<file path="config.mk">
export PLATFORM = sky130hd
export DESIGN_NAME = ui_button_conditioner
export DESIGN_NICKNAME = d
export VERILOG_FILES = /design/src/rtl/ui_pkg.sv /design/src/rtl/ui_btn_channel.sv /design/src/rtl/ui_button_conditioner.sv
export SDC_FILE = /design/constraint.sdc
export NUM_CORES = 1
export LEC_CHECK = 0
export CAP_MARGIN = 20
export CORE_ASPECT_RATIO = 1.1
export CORE_MARGIN = 2
export CORE_UTILIZATION = 50
export CTS_CLUSTER_SIZE = 24
export DETAILED_ROUTE_END_ITERATION = 7
export GPL_TIMING_DRIVEN = 1
export PLACE_DENSITY = 0.7
export SYNTH_ARGS = -nofsm -noshare
export SYNTH_HDL_FRONTEND = slang
export SYNTH_HIERARCHICAL = 1
export SYNTH_SLANG_ARGS = --single-unit
export TNS_END_PERCENT = 1
</file>
<file path="constraint.sdc">
create_clock -name CLK -period 1.5 [get_ports CLK]
set_input_delay 0.3 -clock CLK [delete_from_list [all_inputs] [get_ports CLK]]
set_output_delay 0.3 -clock CLK [all_outputs]
set_load 0.05 [all_outputs]
</file>
<file path="src/rtl/ui_pkg.sv">
// Shared types and helpers for the UI button conditioner.
// The FSM encoding depends on UI_AUTOREPEAT_EN (auto-repeat states only when defined).
package ui_pkg;

  localparam logic [1:0] EVT_PRESS   = 2'b00;
  localparam logic [1:0] EVT_RELEASE = 2'b01;
  localparam logic [1:0] EVT_REPEAT  = 2'b10;

`ifdef UI_AUTOREPEAT_EN
  typedef enum logic [1:0] {
    ST_IDLE = 2'd0,
    ST_HOLD = 2'd1,
    ST_RPT  = 2'd2
  } btn_state_t;
`else
  typedef enum logic {
    ST_IDLE = 1'b0,
    ST_HELD = 1'b1
  } btn_state_t;
`endif

  function automatic int unsigned ch_width(input int unsigned n);
    return (n <= 1) ? 1 : $clog2(n);
  endfunction

  // Width of a counter that must hold 0 .. n-1.
  function automatic int unsigned cnt_width(input int unsigned n);
    return (n <= 2) ? 1 : $clog2(n);
  endfunction

endpackage

</file>
<file path="src/rtl/ui_btn_channel.sv">
// One button: 2-FF synchroniser, debounce, press/release pulses and repeat FSM.
// Auto-repeat logic exists only when UI_AUTOREPEAT_EN is defined.
module ui_btn_channel
  import ui_pkg::*;
#(
  parameter int unsigned DEBOUNCE_CYCLES = 50000,
  parameter int unsigned REPEAT_DELAY    = 25000000,
  parameter int unsigned REPEAT_PERIOD   = 5000000
) (
  input  logic clk,
  input  logic rst_n,
  input  logic button,
  output logic level,
  output logic press_pulse,
  output logic release_pulse,
  output logic repeat_pulse
);

  localparam int unsigned DB_W = cnt_width(DEBOUNCE_CYCLES);

  if (DEBOUNCE_CYCLES < 2 || REPEAT_DELAY == 0 || REPEAT_PERIOD == 0) begin : g_bad_cfg
    $error("ui_btn_channel: need DEBOUNCE_CYCLES >= 2 and nonzero repeat timing");
  end

  logic [1:0]      sync_q;
  logic            s;
  logic [DB_W-1:0] db_cnt;
  logic            toggle;

  always_ff @(posedge clk or negedge rst_n) begin
    if (!rst_n) sync_q <= '1;
    else        sync_q <= {sync_q[0], button};
  end

  assign s      = ~sync_q[1];
  assign toggle = (s != level) && (db_cnt == DB_W'(DEBOUNCE_CYCLES - 1));

  always_ff @(posedge clk or negedge rst_n) begin
    if (!rst_n) begin
      level         <= 1'b0;
      db_cnt        <= '0;
      press_pulse   <= 1'b0;
      release_pulse <= 1'b0;
    end else begin
      press_pulse   <= toggle && !level;
      release_pulse <= toggle && level;
      if (toggle) level <= ~level;
      if (s == level || toggle) db_cnt <= '0;
      else                      db_cnt <= db_cnt + DB_W'(1);
    end
  end

`ifdef UI_AUTOREPEAT_EN
  localparam int unsigned RP_MAX = (REPEAT_DELAY > REPEAT_PERIOD) ? REPEAT_DELAY : REPEAT_PERIOD;
  localparam int unsigned RP_W   = cnt_width(RP_MAX);

  btn_state_t      state_q, state_d;
  logic [RP_W-1:0] rcnt_q, rcnt_d;
  logic            rpt_d;

  always_ff @(posedge clk or negedge rst_n) begin
    if (!rst_n) begin
      state_q      <= ST_IDLE;
      rcnt_q       <= '0;
      repeat_pulse <= 1'b0;
    end else begin
      state_q      <= state_d;
      rcnt_q       <= rcnt_d;
      repeat_pulse <= rpt_d;
    end
  end

  // rcnt counts cycles spent in the current state; the pulse is registered so it
  // lands exactly REPEAT_DELAY / REPEAT_PERIOD cycles after the reference cycle.
  always_comb begin
    state_d = state_q;
    rcnt_d  = rcnt_q;
    rpt_d   = 1'b0;
    case (state_q)
      ST_IDLE: begin
        if (toggle && !level) begin
          state_d = ST_HOLD;
          rcnt_d  = '0;
        end
      end
      ST_HOLD: begin
        if (rcnt_q == RP_W'(REPEAT_DELAY - 1)) begin
          rpt_d   = 1'b1;
          state_d = ST_RPT;
          rcnt_d  = '0;
        end else begin
          rcnt_d = rcnt_q + RP_W'(1);
        end
      end
      ST_RPT: begin
        if (rcnt_q == RP_W'(REPEAT_PERIOD - 1)) begin
          rpt_d  = 1'b1;
          rcnt_d = '0;
        end else begin
          rcnt_d = rcnt_q + RP_W'(1);
        end
      end
      default: state_d = ST_IDLE;
    endcase
    if (toggle && level) begin
      state_d = ST_IDLE;
      rcnt_d  = '0;
      rpt_d   = 1'b0;
    end
  end
`else
  btn_state_t state_q, state_d;

  always_ff @(posedge clk or negedge rst_n) begin
    if (!rst_n) state_q <= ST_IDLE;
    else        state_q <= state_d;
  end

  always_comb begin
    state_d = state_q;
    case (state_q)
      ST_IDLE: if (toggle && !level) state_d = ST_HELD;
      ST_HELD: if (toggle && level)  state_d = ST_IDLE;
    endcase
  end

  assign repeat_pulse = 1'b0;
`endif

endmodule

</file>
<file path="src/rtl/ui_button_conditioner.sv">
// N-channel button conditioner merging per-channel events into one valid/ready stream.
// Define UI_AUTOREPEAT_EN to enable auto-repeat (type 10) events.
module ui_button_conditioner
  import ui_pkg::*;
#(
  parameter int unsigned N_BTN           = 4,
  parameter int unsigned DEBOUNCE_CYCLES = 50000,
  parameter int unsigned REPEAT_DELAY    = 25000000,
  parameter int unsigned REPEAT_PERIOD   = 5000000,
  parameter int unsigned CH_W            = ch_width(N_BTN)
) (
  input  logic             CLK,
  input  logic             RST_N,
  input  logic [N_BTN-1:0] BUTTON,
  output logic [N_BTN-1:0] LEVEL,
  output logic [N_BTN-1:0] PRESS,
  output logic [N_BTN-1:0] RELEASE,
  output logic [N_BTN-1:0] REPEAT,
  output logic             EVT_VALID,
  input  logic             EVT_READY,
  output logic [1:0]       EVT_TYPE,
  output logic [CH_W-1:0]  EVT_CH,
  output logic             OVERFLOW,
  input  logic             OVF_CLR
);

  for (genvar i = 0; i < N_BTN; i++) begin : g_ch
    ui_btn_channel #(
      .DEBOUNCE_CYCLES(DEBOUNCE_CYCLES),
      .REPEAT_DELAY   (REPEAT_DELAY),
      .REPEAT_PERIOD  (REPEAT_PERIOD)
    ) u_ch (
      .clk          (CLK),
      .rst_n        (RST_N),
      .button       (BUTTON[i]),
      .level        (LEVEL[i]),
      .press_pulse  (PRESS[i]),
      .release_pulse(RELEASE[i]),
      .repeat_pulse (REPEAT[i])
    );
  end

  logic [N_BTN-1:0]      pend_v, pend_v_d;
  logic [N_BTN-1:0][1:0] pend_t, pend_t_d;
  logic                  load;
  logic                  sel_found;
  logic [CH_W-1:0]       sel;
  logic                  ovf_set;

  assign load = !EVT_VALID || EVT_READY;

  always_comb begin
    sel_found = 1'b0;
    sel       = '0;
    for (int unsigned i = 0; i < N_BTN; i++) begin
      if (!sel_found && pend_v[i]) begin
        sel_found = 1'b1;
        sel       = CH_W'(i);
      end
    end
  end

  // A slot taken by the output this cycle may be refilled at once without overflow.
  always_comb begin
    pend_v_d = pend_v;
    pend_t_d = pend_t;
    ovf_set  = 1'b0;
    for (int unsigned i = 0; i < N_BTN; i++) begin
      if (PRESS[i] || RELEASE[i] || REPEAT[i]) begin
        if (pend_v[i] && !(load && sel_found && sel == CH_W'(i))) ovf_set = 1'b1;
        pend_v_d[i] = 1'b1;
        pend_t_d[i] = REPEAT[i]  ? EVT_REPEAT :
                      RELEASE[i] ? EVT_RELEASE : EVT_PRESS;
      end else if (load && sel_found && sel == CH_W'(i)) begin
        pend_v_d[i] = 1'b0;
      end
    end
  end

  always_ff @(posedge CLK or negedge RST_N) begin
    if (!RST_N) begin
      pend_v    <= '0;
      pend_t    <= '0;
      EVT_VALID <= 1'b0;
      EVT_TYPE  <= '0;
      EVT_CH    <= '0;
      OVERFLOW  <= 1'b0;
    end else begin
      pend_v <= pend_v_d;
      pend_t <= pend_t_d;
      if (load) begin
        EVT_VALID <= sel_found;
        if (sel_found) begin
          EVT_TYPE <= pend_t[sel];
          EVT_CH   <= sel;
        end
      end
      OVERFLOW <= ovf_set || (OVERFLOW && !OVF_CLR);
    end
  end

endmodule

</file>
==> out/metrics.cfg, run 1 <==
[power]
totalPowerFinal_uw=5100
pwr_density_cell_nw_per_um2=841
ir_drop_v=0.000483
leakagePower_uw=0.00242

[worst_setup_path]
crit-reg2reg-launch=g_ch[2].u_ch/db_cnt[1]$_DFF_PN0_
crit_cells=5
r2r_cells=5
worst_reg2reg_path_endpoint=g_ch[2].u_ch/db_cnt[12]$_DFF_PN0_
crit_path_max_incr_delay_ps=390
crit_buf_inv=0
crit_arrival_ps=1680
critPathKind=register to register
worst_ep_required_time_ps=1760
cpMaxStageDelayCell=sky130_fd_sc_hd__dfrtp_1
critPathTopFamily=simple AND/OR/NAND/NOR gates
worstPathMaxFanout=4
startpoint_class=register
regToRegSetupSlack_ps=80
setup.worst_path.end_class=register
cp_cell_sequence=ha_2, nand3_2, nor4_2, xnor2_1, nor2_1

[hold_path]
worst_hold_path_type=input port to register
hold-path-cell-count=1
worstHoldStart=BUTTON[1]
timing.hold.worst_endpoint=g_ch[1].u_ch/sync_q[0]$_DFF_PN1_

[die]
core_sq_um=9750
ios=30
design.die.area_sq_um=10700
initial_utilization=0.506
floorplan.die.width_um=98.7
row_count=38
die_h_um=108

[logic_synthesis]
yosys_most_used_dff=sky130_fd_sc_hd__dfrtp_1
number_of_cells_produced_by_synthesis=454
cells_taking_the_most_area_after_synthesis=sky130_fd_sc_hd__dfrtp_1 48%, sky130_fd_sc_hd__xnor2_1 9.2%, sky130_fd_sc_hd__nor2_1 6.2%, sky130_fd_sc_hd__nor4_2 5.1%, sky130_fd_sc_hd__dfstp_2 4.3%
synth_fp_nets=466
ys_async_sr_fraction=1.00
synth_sequential_area_ratio=0.519
ys_top_cells_by_count=94 x sky130_fd_sc_hd__dfrtp_1, 81 x sky130_fd_sc_hd__nor2_1, 52 x sky130_fd_sc_hd__xnor2_1, 25 x sky130_fd_sc_hd__nand2_1, 20 x sky130_fd_sc_hd__nor4_2
synth_top_cell_by_area=sky130_fd_sc_hd__dfrtp_1
synth_top_area_frac=0.477
synth.ff_latch_count=102
syn_area_per_cell_sq_um=10.9
mappedNetlistArea_sq_um=4940
synth.distinct_cells=41
yosysMostFrequentCell=sky130_fd_sc_hd__dfrtp_1
yosysWarningCount=6
synth_enable_flop_cells=0

[timing]
setup_total_negative_slack_ps=0
setup_viol=0
hold_violations=0
max_freq_ghz=0.703
post-route-min-period_ps=1420
min_period_over_period=0.948
skew_ps=16.7
drv_slew=0
grt_setup_unrepaired=yes
setup_slack_ps=77.8

[drt]
drtIter0Drc=152
finalWirelength_um=9010
route.vias.total=3418
ant_nets=0
viasPerCell=5.27
detailed_routing_iterations_pass_1=4
remaining_drc_errors=0
wl_per_cell_um=13.9

[place]
gp_congestion=0.803
dp_worst_setup_slack_ps=-92.4
placed_cells_incl_taps=631
place.port_buffers=25
post_dp_cell_area_sq_um=5770
place.detailed.hpwl_um=6420

[cells_and_area]
layout_area_growth_over_synthesis_pct=22.9
fin_cells=648
layout.cell_area.non_filler_sq_um=6060
net_total_in_the_final_layout=535
fill_cells=751
multi_input_area_sq_um=2290
drive_above_1_share=0.294
area_taken_by_flip_flops_and_latches_sq_um=2560
antenna_cells=0

[grt]
vias_in_the_first_global_route=3442
initial_antenna_violation_count=0
global_router_s_overall_resource_usage=0.182
grt_start_max_net_pins=66
globalRoute.totalOverflow=0
grt_first_pass_wirelength_um=15900

[outcome]
run_status=finished, final reports clean

[clocking]
clk-insertion-delay-late_ps=380
cts.clk_slew.worst_paths_ps=110
cts_root_buffer=sky130_fd_sc_hd__clkbuf_8
clk_path_buf_depth=2
clock_tree_sinks=102
cts_tree=built
htree_levels=3
cts_buffers=9

[run]
timing.max_cap.violations=0

-- routing by layer --
layer,share of wire,GRT usage,vias to the layer above
met5,0,0,-
met4,0.015,0.0616,0
met3,0.024,0.0304,10
met2,0.50,0.306,55
met1,0.46,0.243,1676
li1,-,-,1677
-- per-stage QoR --
step,hold WS (ps),utilization
after floorplan,4.41,-
after global placement,331,0.592
after detailed placement,330,0.592
after CTS,330,0.616
after global routing,324,0.622
final,335,0.622
-- worst reg2reg max path, stage by stage, from the launching register on --
cell,delay [ps]
sky130_fd_sc_hd__dfrtp_1,390
sky130_fd_sc_hd__ha_2,230
sky130_fd_sc_hd__nand3_2,170
sky130_fd_sc_hd__nor4_2,310
sky130_fd_sc_hd__xnor2_1,150
sky130_fd_sc_hd__nor2_1,50
-- registers in the layout (all words and copies together), names as in the netlist --
| register | cells |
|---|---|
| g_ch.u_ch/level | 4 |
| pend_t | 8 |
| g_ch.u_ch/db_cnt | 64 |
| EVT_CH | 2 |
| EVT_TYPE | 2 |
| pend_v | 4 |
| g_ch.u_ch/sync_q | 8 |
| EVT_VALID | 1 |
| g_ch.u_ch/press_pulse | 4 |
| g_ch.u_ch/release_pulse | 4 |
| OVERFLOW | 1 |
-- power breakdown --
part | switching (uW) | leakage (uW) | internal (uW)
Sequential | 56.0 | 0.00133 | 2810
Combinational | 230 | 0.000979 | 165
Clock | 1020 | 0.000106 | 815
Total | 1310 | 0.00242 | 3790
-- worst max-delay path by stage --
| stage | startpoint | end | slack, ps |
|---|---|---|---|
| floorplan | g_ch[1].u_ch/release_pulse$_DFF_PN0_ | OVERFLOW$_DFF_PN0_ | 90 |
| global placement | EVT_READY | OVERFLOW$_DFF_PN0_ | -50 |
| detailed placement | EVT_READY | OVERFLOW$_DFF_PN0_ | -90 |
| CTS | g_ch[2].u_ch/db_cnt[4]$_DFF_PN0_ | g_ch[2].u_ch/db_cnt[11]$_DFF_PN0_ | 7 |
| global route | g_ch[0].u_ch/db_cnt[0]$_DFF_PN0_ | g_ch[0].u_ch/db_cnt[9]$_DFF_PN0_ | -10 |
| finish | g_ch[2].u_ch/db_cnt[1]$_DFF_PN0_ | g_ch[2].u_ch/db_cnt[12]$_DFF_PN0_ | 80 |
-- cells by family (layout without fill, tap and decap cells) --
logic type	after synthesis	in the layout	share of synthesized area
AND/OR/NAND/NOR	229	229	0.292
flip-flops	102	102	0.519
XOR/XNOR	60	60	0.106
AO/OA/AOI/OAI	29	29	0.0393
buffers and inverters	26	100	0.0304
adder cells (fa/ha/maj)	4	4	0.0101
other	4	4	0.00304
-- timing repair --
action                                  CTS  global route
endpoints found under the setup margin    3            41
resized for setup                         2            12
hold buffers                              1             0
endpoints found under the hold margin    71             0
buffers inserted                          0             0
pin swaps                                 1             3
-- placed cells by master, fill, tap and decap left out, types with 9 or more instances in the layout --
| master | netlist | routed |
|---|---|---|
| sky130_fd_sc_hd__nand3_1 | 16 | 13 |
| sky130_fd_sc_hd__xnor2_1 | 52 | 52 |
| sky130_fd_sc_hd__nor3_1 | 19 | 18 |
| sky130_fd_sc_hd__nand2_1 | 25 | 25 |
| sky130_fd_sc_hd__nor2_1 | 81 | 81 |
| sky130_fd_sc_hd__dfrtp_1 | 94 | 94 |
| sky130_fd_sc_hd__clkbuf_8 | 0 | 9 |
| sky130_fd_sc_hd__buf_4 | 4 | 39 |
| sky130_fd_sc_hd__nor4_2 | 20 | 19 |
| sky130_fd_sc_hd__nor2_2 | 9 | 9 |
| sky130_fd_sc_hd__buf_12 | 0 | 21 |
| sky130_fd_sc_hd__inv_1 | 16 | 16 |
| sky130_fd_sc_hd__o21ai_0 | 9 | 9 |
-- layout make-up --
| class | instances | share of cell area |
|---|---|---|
| sequential | 102 | 0.423 |
| multi-input combinational | 326 | 0.378 |
| timing repair buffer | 67 | 0.129 |
| tap | 120 | 0.0248 |
| clock buffer | 9 | 0.0204 |
| clock inverter | 7 | 0.0146 |
| inverter | 17 | 0.0105 |
No activity file was read; power rests on OpenSTA's default activity.
==> inputs of run 2 (changes only) <==
--- a/config.mk
+++ b/config.mk
@@ -12,7 +12,7 @@
 export CTS_CLUSTER_SIZE = 24
 export DETAILED_ROUTE_END_ITERATION = 7
 export GPL_TIMING_DRIVEN = 1
-export PLACE_DENSITY = 0.7
+export PLACE_DENSITY = 0.69
 export SYNTH_ARGS = -nofsm -noshare
 export SYNTH_HDL_FRONTEND = slang
 export SYNTH_HIERARCHICAL = 1
==> run 2 against run 1 <==
Setup slack worse by 7.3 ps. Sequential share of layout area up 0.38 points. Flip-flop and latch count stayed put. Cell count decreased by 0.77%. Largest cell class unchanged. Highest routed layer unchanged. Clock power fell by 15%. Combinational power decreased by 2%.
==> out/metrics.cfg, run 2 (synthesis results as in run 1) <==
[timing]
min_period_over_period=0.953
drv_slew=0
post-route-min-period_ps=1430
grt_setup_unrepaired=yes
skew_ps=12.8
max_freq_ghz=0.700
setup_slack_ps=70.5
setup_viol=0
hold_violations=0
setup_total_negative_slack_ps=0

[die]
floorplan.die.width_um=98.7
initial_utilization=0.506
ios=30
row_count=38
core_sq_um=9750
die_h_um=108
design.die.area_sq_um=10700

[clocking]
htree_levels=3
clk_path_buf_depth=2
clock_tree_sinks=102
cts.clk_slew.worst_paths_ps=100
cts_buffers=9
clk-insertion-delay-late_ps=370
cts_root_buffer=sky130_fd_sc_hd__clkbuf_8
post_cts_buffers=0
cts_tree=built

[worst_setup_path]
worstPathMaxFanout=5
worst_ep_required_time_ps=1760
critPathKind=register to register
startpoint_class=register
setup.worst_path.end_class=register
crit_arrival_ps=1690

[hold_path]
worst_hold_path_type=input port to register

[cells_and_area]
fin_cells=643
regMostFlops=g_ch.u_ch/db_cnt
mostFrequentLayoutCells=94 x sky130_fd_sc_hd__dfrtp_1, 81 x sky130_fd_sc_hd__nor2_1, 52 x sky130_fd_sc_hd__xnor2_1, 33 x sky130_fd_sc_hd__buf_4, 25 x sky130_fd_sc_hd__nand2_1
layout.cell_area.non_filler_sq_um=6010
drive_above_1_share=0.287
finished_core_util=0.617
largest_reg_flops=64
net_total_in_the_final_layout=530
layout_area_growth_over_synthesis_pct=21.8
largest_registers=g_ch.u_ch/db_cnt (64), g_ch.u_ch/sync_q (8), pend_t (8)
fill_cells=770
layout.cells.most_common=sky130_fd_sc_hd__dfrtp_1
antenna_cells=0

[grt]
grt_start_max_net_pins=37
vias_in_the_first_global_route=3249
grt_first_pass_wirelength_um=15400
initial_antenna_violation_count=0
globalRoute.totalOverflow=0
global_router_s_overall_resource_usage=0.178

[drt]
finalWirelength_um=8780
drtIter0Drc=108
detailed_routing_iterations_pass_1=4
remaining_drc_errors=0
ant_nets=0
wl_per_cell_um=13.6
viasPerCell=5.27
route.vias.total=3386

[power]
pwr_density_cell_nw_per_um2=802
leakagePower_uw=0.00238
ir_drop_v=0.000417

[outcome]
run_status=finished, final reports clean

[run]
timing.max_cap.violations=0

[place]
post_dp_cell_area_sq_um=5750
placed_cells_incl_taps=626
dp_worst_setup_slack_ps=-76.3
place.detailed.hpwl_um=6460
gp_congestion=0.752
place.port_buffers=25

[run 2: changes by cell type in the layout (fill, tap and decap cells not counted), moves of 2 or more]
| cell | previous run | this run |
|---|---|---|
| sky130_fd_sc_hd__and3_1 | 7 | 5 |
| sky130_fd_sc_hd__and3_4 | 0 | 2 |
| sky130_fd_sc_hd__buf_4 | 39 | 33 |
| sky130_fd_sc_hd__clkinv_2 | 0 | 3 |
| sky130_fd_sc_hd__inv_8 | 3 | 0 |
[run 2: area by class of cell]
type | instances | area (sq um) | share of cell area
Clock inverter | 5 | 32.5 | 0.00541
Multi-Input combinational cell | 326 | 2300 | 0.383
Timing Repair Buffer | 62 | 758 | 0.126
Inverter | 17 | 63.8 | 0.0106
Clock buffer | 11 | 141 | 0.0235
Sequential cell | 102 | 2560 | 0.426
Tap cell | 120 | 150 | 0.0250
[run 2: final timing paths]
check / cells after the start / slack [ps] / endpoint / from
max in group asynchronous: 3 / 600 / g_ch[3].u_ch/sync_q[1]$_DFF_PN1_ / RST_N
setup reg to reg: 4 / 70 / g_ch[2].u_ch/db_cnt[1]$_DFF_PN0_ / g_ch[2].u_ch/db_cnt[4]$_DFF_PN0_
hold reg to reg: 0 / 360 / g_ch[3].u_ch/sync_q[1]$_DFF_PN1_ / g_ch[3].u_ch/sync_q[0]$_DFF_PN1_
setup / recovery: 4 / 70 / g_ch[2].u_ch/db_cnt[1]$_DFF_PN0_ / g_ch[2].u_ch/db_cnt[4]$_DFF_PN0_
hold / removal: 1 / 330 / g_ch[2].u_ch/sync_q[0]$_DFF_PN1_ / BUTTON[2]
min in group asynchronous: 2 / 380 / g_ch[2].u_ch/db_cnt[2]$_DFF_PN0_ / RST_N
[run 2: repair_timing]
item,4_1_cts,5_1_grt
pin swaps,1,1
resized for setup,2,14
endpoints found under the hold margin,17,0
hold buffers,1,0
setup endpoints to repair,16,64
[run 2: report_power, final]
part	switching, uW	internal (uW)
registers	57.6	2810
logic	225	164
clock network	910	653
[run 2: worst max-delay path, stage by stage (launching register included)]
cell	delay, ps
sky130_fd_sc_hd__dfrtp_1	470
sky130_fd_sc_hd__nor4b_2	320
sky130_fd_sc_hd__nand4_2	190
sky130_fd_sc_hd__buf_4	190
sky130_fd_sc_hd__and3_1	150
[run 2: stage by stage]
stage               total power [uW]  hold slack [ps]
floorplan                       3100             4.41
global placement                3290              221
detailed placement              3300              229
CTS                             4890              310
global route                    5020              312
finish                          4820              327
[run 2: metal layers]
metal | wire length, um | part of all wire | up-vias | GRT usage
met5 | 0 | 0 | - | 0
met4 | 164 | 0.019 | 0 | 0.0636
met3 | 237 | 0.027 | 14 | 0.0343
met2 | 4300 | 0.49 | 45 | 0.286
met1 | 4070 | 0.46 | 1663 | 0.244
li1 | - | - | 1664 | -
